$ cat src/rtl/muldiv_unit.sv
// Iterative HI/LO multiply/divide unit: 32-step shift-add multiply and restoring divide.
// Define MULDIV_FAST_MUL_EN to replace the iterative multiply with a single-cycle multiplier.
module muldiv_unit (
  input  logic        clk,
  input  logic        rst,
  input  logic        start,
  input  logic [1:0]  op,
  input  logic [31:0] a,
  input  logic [31:0] b,
  input  logic        mthi,
  input  logic        mtlo,
  input  logic [31:0] wdata,
  output logic [31:0] hi,
  output logic [31:0] lo,
  output logic        busy,
  output logic        done
);

  typedef enum logic [1:0] {IDLE, RUN, FIX} state_t;

  state_t      state;
  state_t      state_next;
  logic        fix_phase;
  logic [4:0]  count;
  logic [63:0] acc;
  logic [31:0] opnd;
  logic        is_div;
  logic        neg_lo;
  logic        neg_hi;
  logic        div_zero;

  logic        is_signed;
  logic [31:0] mag_a;
  logic [31:0] mag_b;
  logic        zero_div;
  logic        fast_mul;
  logic [32:0] mul_sum;
  logic [32:0] div_shift;
  logic [32:0] div_diff;
  logic [63:0] step_next;
  logic [63:0] fixed;

  assign is_signed = ~op[0];
  assign mag_a     = (is_signed && a[31]) ? (32'd0 - a) : a;
  assign mag_b     = (is_signed && b[31]) ? (32'd0 - b) : b;
  assign zero_div  = op[1] && (b == 32'd0);
`ifdef MULDIV_FAST_MUL_EN
  assign fast_mul  = ~op[1];
`else
  assign fast_mul  = 1'b0;
`endif

  // acc holds {product high, multiplier/product low} or {remainder, dividend/quotient}.
  assign mul_sum   = {1'b0, acc[63:32]} + (acc[0] ? {1'b0, opnd} : 33'd0);
  assign div_shift = {acc[63:32], acc[31]};
  assign div_diff  = div_shift - {1'b0, opnd};

  always_comb begin
    step_next = acc;
    if (is_div) begin
      if (div_diff[32])
        step_next = {div_shift[31:0], acc[30:0], 1'b0};
      else
        step_next = {div_diff[31:0], acc[30:0], 1'b1};
    end else begin
      step_next = {mul_sum, acc[31:1]};
    end
  end

  always_comb begin
    fixed = acc;
    if (is_div) begin
      fixed[63:32] = neg_hi ? (32'd0 - acc[63:32]) : acc[63:32];
      fixed[31:0]  = neg_lo ? (32'd0 - acc[31:0])  : acc[31:0];
    end else if (neg_lo) begin
      fixed = 64'd0 - acc;
    end
  end

  always_ff @(posedge clk or posedge rst) begin
    if (rst)
      state <= IDLE;
    else
      state <= state_next;
  end

  always_comb begin
    state_next = state;
    busy       = (state != IDLE);
    case (state)
      IDLE: begin
        if (start)
          state_next = (zero_div || fast_mul) ? FIX : RUN;
      end
      RUN: begin
        if (count == 5'd31)
          state_next = FIX;
      end
      FIX: begin
        if (fix_phase)
          state_next = IDLE;
      end
      default: state_next = IDLE;
    endcase
  end

  always_ff @(posedge clk or posedge rst) begin
    if (rst) begin
      fix_phase <= 1'b0;
      count     <= 5'd0;
      acc       <= 64'd0;
      opnd      <= 32'd0;
      is_div    <= 1'b0;
      neg_lo    <= 1'b0;
      neg_hi    <= 1'b0;
      div_zero  <= 1'b0;
      hi        <= 32'd0;
      lo        <= 32'd0;
      done      <= 1'b0;
    end else begin
      done <= 1'b0;
      case (state)
        IDLE: begin
          fix_phase <= 1'b0;
          count     <= 5'd0;
          if (start) begin
            is_div   <= op[1];
            div_zero <= zero_div;
            neg_lo   <= is_signed && (a[31] ^ b[31]);
            neg_hi   <= is_signed && op[1] && a[31];
            if (op[1]) begin
              acc  <= {32'd0, mag_a};
              opnd <= mag_b;
            end else begin
`ifdef MULDIV_FAST_MUL_EN
              acc  <= {32'd0, mag_a} * {32'd0, mag_b};
`else
              acc  <= {32'd0, mag_b};
`endif
              opnd <= mag_a;
            end
          end else begin
            if (mthi) hi <= wdata;
            if (mtlo) lo <= wdata;
          end
        end
        RUN: begin
          acc   <= step_next;
          count <= count + 5'd1;
        end
        FIX: begin
          // First FIX cycle applies the sign correction, second commits it.
          if (!fix_phase) begin
            fix_phase <= 1'b1;
            acc       <= fixed;
          end else begin
            fix_phase <= 1'b0;
            done      <= 1'b1;
            if (!div_zero) begin
              hi <= acc[63:32];
              lo <= acc[31:0];
            end
          end
        end
        default: fix_phase <= 1'b0;
      endcase
    end
  end

endmodule

$ cat config.mk
export PLATFORM = sky130hd
export DESIGN_NAME = muldiv_unit
export DESIGN_NICKNAME = d
export VERILOG_FILES = /design/src/rtl/muldiv_unit.sv
export SDC_FILE = /design/constraint.sdc
export NUM_CORES = 1
export LEC_CHECK = 0
export BUFFER_PORTS_ARGS = -buffer_cell sky130_fd_sc_hd__buf_2
export CORE_MARGIN = 2
export CORE_UTILIZATION = 60
export DETAILED_ROUTE_END_ITERATION = 10
export GPL_ROUTABILITY_DRIVEN = 0
export PLACE_DENSITY = 0.78
export SLEW_MARGIN = 0
export SYNTH_ARGS = -nofsm -noshare
export SYNTH_HDL_FRONTEND = slang
export SYNTH_SLANG_ARGS = --single-unit
$ cat constraint.sdc
create_clock -name clk -period 7.5 [get_ports clk]
set_input_delay 1.5 -clock clk [delete_from_list [all_inputs] [get_ports clk]]
set_output_delay 1.5 -clock clk [all_outputs]
set_load 0.01 [all_outputs]
==> flow_metrics.tcl <==
set metrics [dict create \
    status "finished clean" \
    dp_worst_setup_slack_ns 2.59 \
    fmax_mhz 196 \
    finalHoldViolations 0 \
    ys.flop_type "dfrtp_1" \
    vias 16600 \
    drc 0 \
    num_io_pins 169 \
    cts_setup_buffers 0 \
    seqPwrFrac_pct 24.5 \
    period_share_pct 67.9 \
    netlist_area_um2 15200 \
    start_util_pct 60.8 \
    endpoint_kind "flip-flop" \
    rsz0062_at_grt "no" \
    r2r_slack_ns 2.41 \
    p_int_mw 3.70 \
    finalSetupViolCount 0 \
    row_count 58 \
    antenna_found_initial 0 \
    finalSetupTns_ns 0 \
    hpwl_mm 40.4 \
    seq_area_frac_synth_pct 28.4 \
    worstSetupPathType "flip-flop to flip-flop" \
    cts_sinks 173 \
    drt_wl_total_mm 54.2 \
    grt_max_degree 106 \
    via_per_inst 6.80 \
    ys_top_cells_by_area "dfrtp_1, a21oi_1, ha_1" \
    synth_top_area_share_pct 28.4 \
    yosysMostFrequentCell "a21oi_1" \
    power_frac_comb_pct 63.5 \
    cts_resized 0 \
    core_area_um2 25000 \
    crit_arrival_ns 5.43 \
    fin_ws_ns 2.41 \
    total_power_mw 8.11 \
    required_ns 7.84 \
    grt_pass1_vias 14900 \
    p_leak_nw 7.33 \
    die_h_um 163 \
    skew_ns 0.0142 \
    portBuffers 168 \
    grt-ovfl-total 0 \
    area_growth_pct 10.3 \
    synth-edff-count 0 \
    power_switching_mw 4.41 \
    powerDensity_nw_per_um2 483 \
    clockBufferDepth 2 \
    grt_usage_pct 40.1 \
    maxCapViolations 0 \
    clk_pin_slew_ns 0.07 \
    ant_nets 0 \
    nets 2271 \
    cts-hold-fix-buffers 0 \
    multi_input_area_um2 10100 \
    syn-num-nets 2195 \
    ys_seq_elements 173 \
    drive_gt1_share_pct 11.8 \
    synthArstFlopShare_pct 100 \
    register_area_um2 4330 \
    drt-initial-drc-count 2360 \
    firstDrtPassIters 6 \
    dieArea_um2 26700 \
    yosysTopAreaCell "dfrtp_1" \
    period_needed_ns 5.09 \
    swShare_pct 54.3 \
    yosys_warnings 0 \
    syn_avg_cell_area_um2 7.55 \
    htree_levels 4 \
    cts_root_buffer "clkbuf_16" \
    routedWlPerCell_um 22.2 \
    p_clk_share_pct 12.0 \
    grt_pass1_wl_mm 82.8 \
    cts_tree "yes" \
    max-slew-margin-rel_pct 25.2 \
    cts-buffers-inserted 17 \
    insertion_delay_ns 0.45 \
    die_w_um 163 \
    drv_slew 0 \
    synth_cell_types 79 \
    worst-path-max-fanout 31 \
    syn_inst 2016 \
    hold_class "flip-flop to flip-flop" \
    synth_common_cells "a21oi_1, nor2_1, dfrtp_1" \
    worst_pin_slew_ns 1.11 \
    fill_cells 2193 \
    vdd_ir_drop_max_uv 524 \
    start_kind "flip-flop" \
]
[power groups by stage]
stage	Combinational (mW)	Sequential (mW)	Clock (mW)
5_1_grt	5.55	2.02	1.00
2_1_floorplan	3.63	1.74	0
4_1_cts	4.98	1.95	0.965
3_5_place_dp	4.94	1.96	0
6_report	5.15	1.99	0.975
3_3_place_gp	4.83	1.94	0
[metrics by stage]
step | hold slack [ns] | util, % | cells | area, um^2
finish | 0.484 | 67.1 | 2436 | 16800
global route | 0.517 | 67.1 | 2435 | 16800
floorplan | 0.448 | - | 2016 | 15200
global placement | 0.462 | 64.5 | 2403 | 16200
detailed placement | 0.471 | 64.5 | 2403 | 16200
CTS | 0.488 | 67.1 | 2435 | 16800
[cell families after synthesis]
| logic type | synth area share, % |
|---|---|
| flip-flops | 28.4 |
| multiplexers | 3.56 |
| AO/OA/AOI/OAI | 28.1 |
| buffers and inverters | 5.13 |
| AND/OR/NAND/NOR | 21.2 |
| adder cells (fa/ha/maj) | 6.34 |
| XOR/XNOR | 7.19 |
[final timing paths]
path	start	to	depth (start not counted)
max in group asynchronous	rst	hi[7]	3
worst min register to register	opnd[2]	opnd[2]	2
min in group asynchronous	rst	opnd[8]	2
worst min-delay path	opnd[2]	opnd[2]	2
worst max register to register	acc[0]	acc[53]	12
worst max-delay path	acc[0]	acc[53]	12
[cell type report]
| class | count | area share, % |
|---|---|---|
| flip-flops and latches | 173 | 25.8 |
| repair buffers | 185 | 5.77 |
| diodes | 1 | 0.0149 |
| well taps | 330 | 2.46 |
| multi-input cells | 1638 | 60.4 |
| clock inverters | 15 | 1.24 |
| clock buffers | 17 | 2.53 |
| inverters | 77 | 1.75 |
[registers in the layout (all words and copies together), names as in the netlist]
name,cells
state,2
is_div,1
div_zero,1
count,5
neg_lo,1
done,1
acc,64
fix_phase,1
hi,32
neg_hi,1
opnd,32
lo,32
[cell usage in the layout (no fill, tap or decap), types with 44 or more instances in the layout]
cell,netlist,final
mux2i_1,44,44
ha_1,74,73
dfrtp_1,173,172
nor2_1,244,242
inv_1,75,74
xnor2_1,67,67
nor3_1,57,57
xor2_1,58,58
nor2b_1,47,47
o21ai_0,156,156
buf_2,3,168
a21oi_1,288,288
nand2_1,156,155
[per-layer routing]
metal | GRT usage, % | vias to the layer above | share of wire, %
met5 | 0 | - | 0
met4 | 25.3 | 0 | 7.2
met3 | 8.91 | 259 | 11
met2 | 59.5 | 1184 | 43
met1 | 53.0 | 7654 | 39
li1 | - | 7460 | -
[critical path, cell delays in order (launching register included)]
cell and delay (ns):
dfrtp_1 0.50, inv_1 0.86, nor2_1 0.09, ha_1 0.38, and2_1 0.21, a311oi_1 0.28, o21ai_0 0.25, o311ai_0 1.00
o21ai_0 0.43, a211o_1 0.40, a211oi_1 0.24, a31oi_1 0.09, a31o_2 0.26
(Power assumes the default switching activity.)
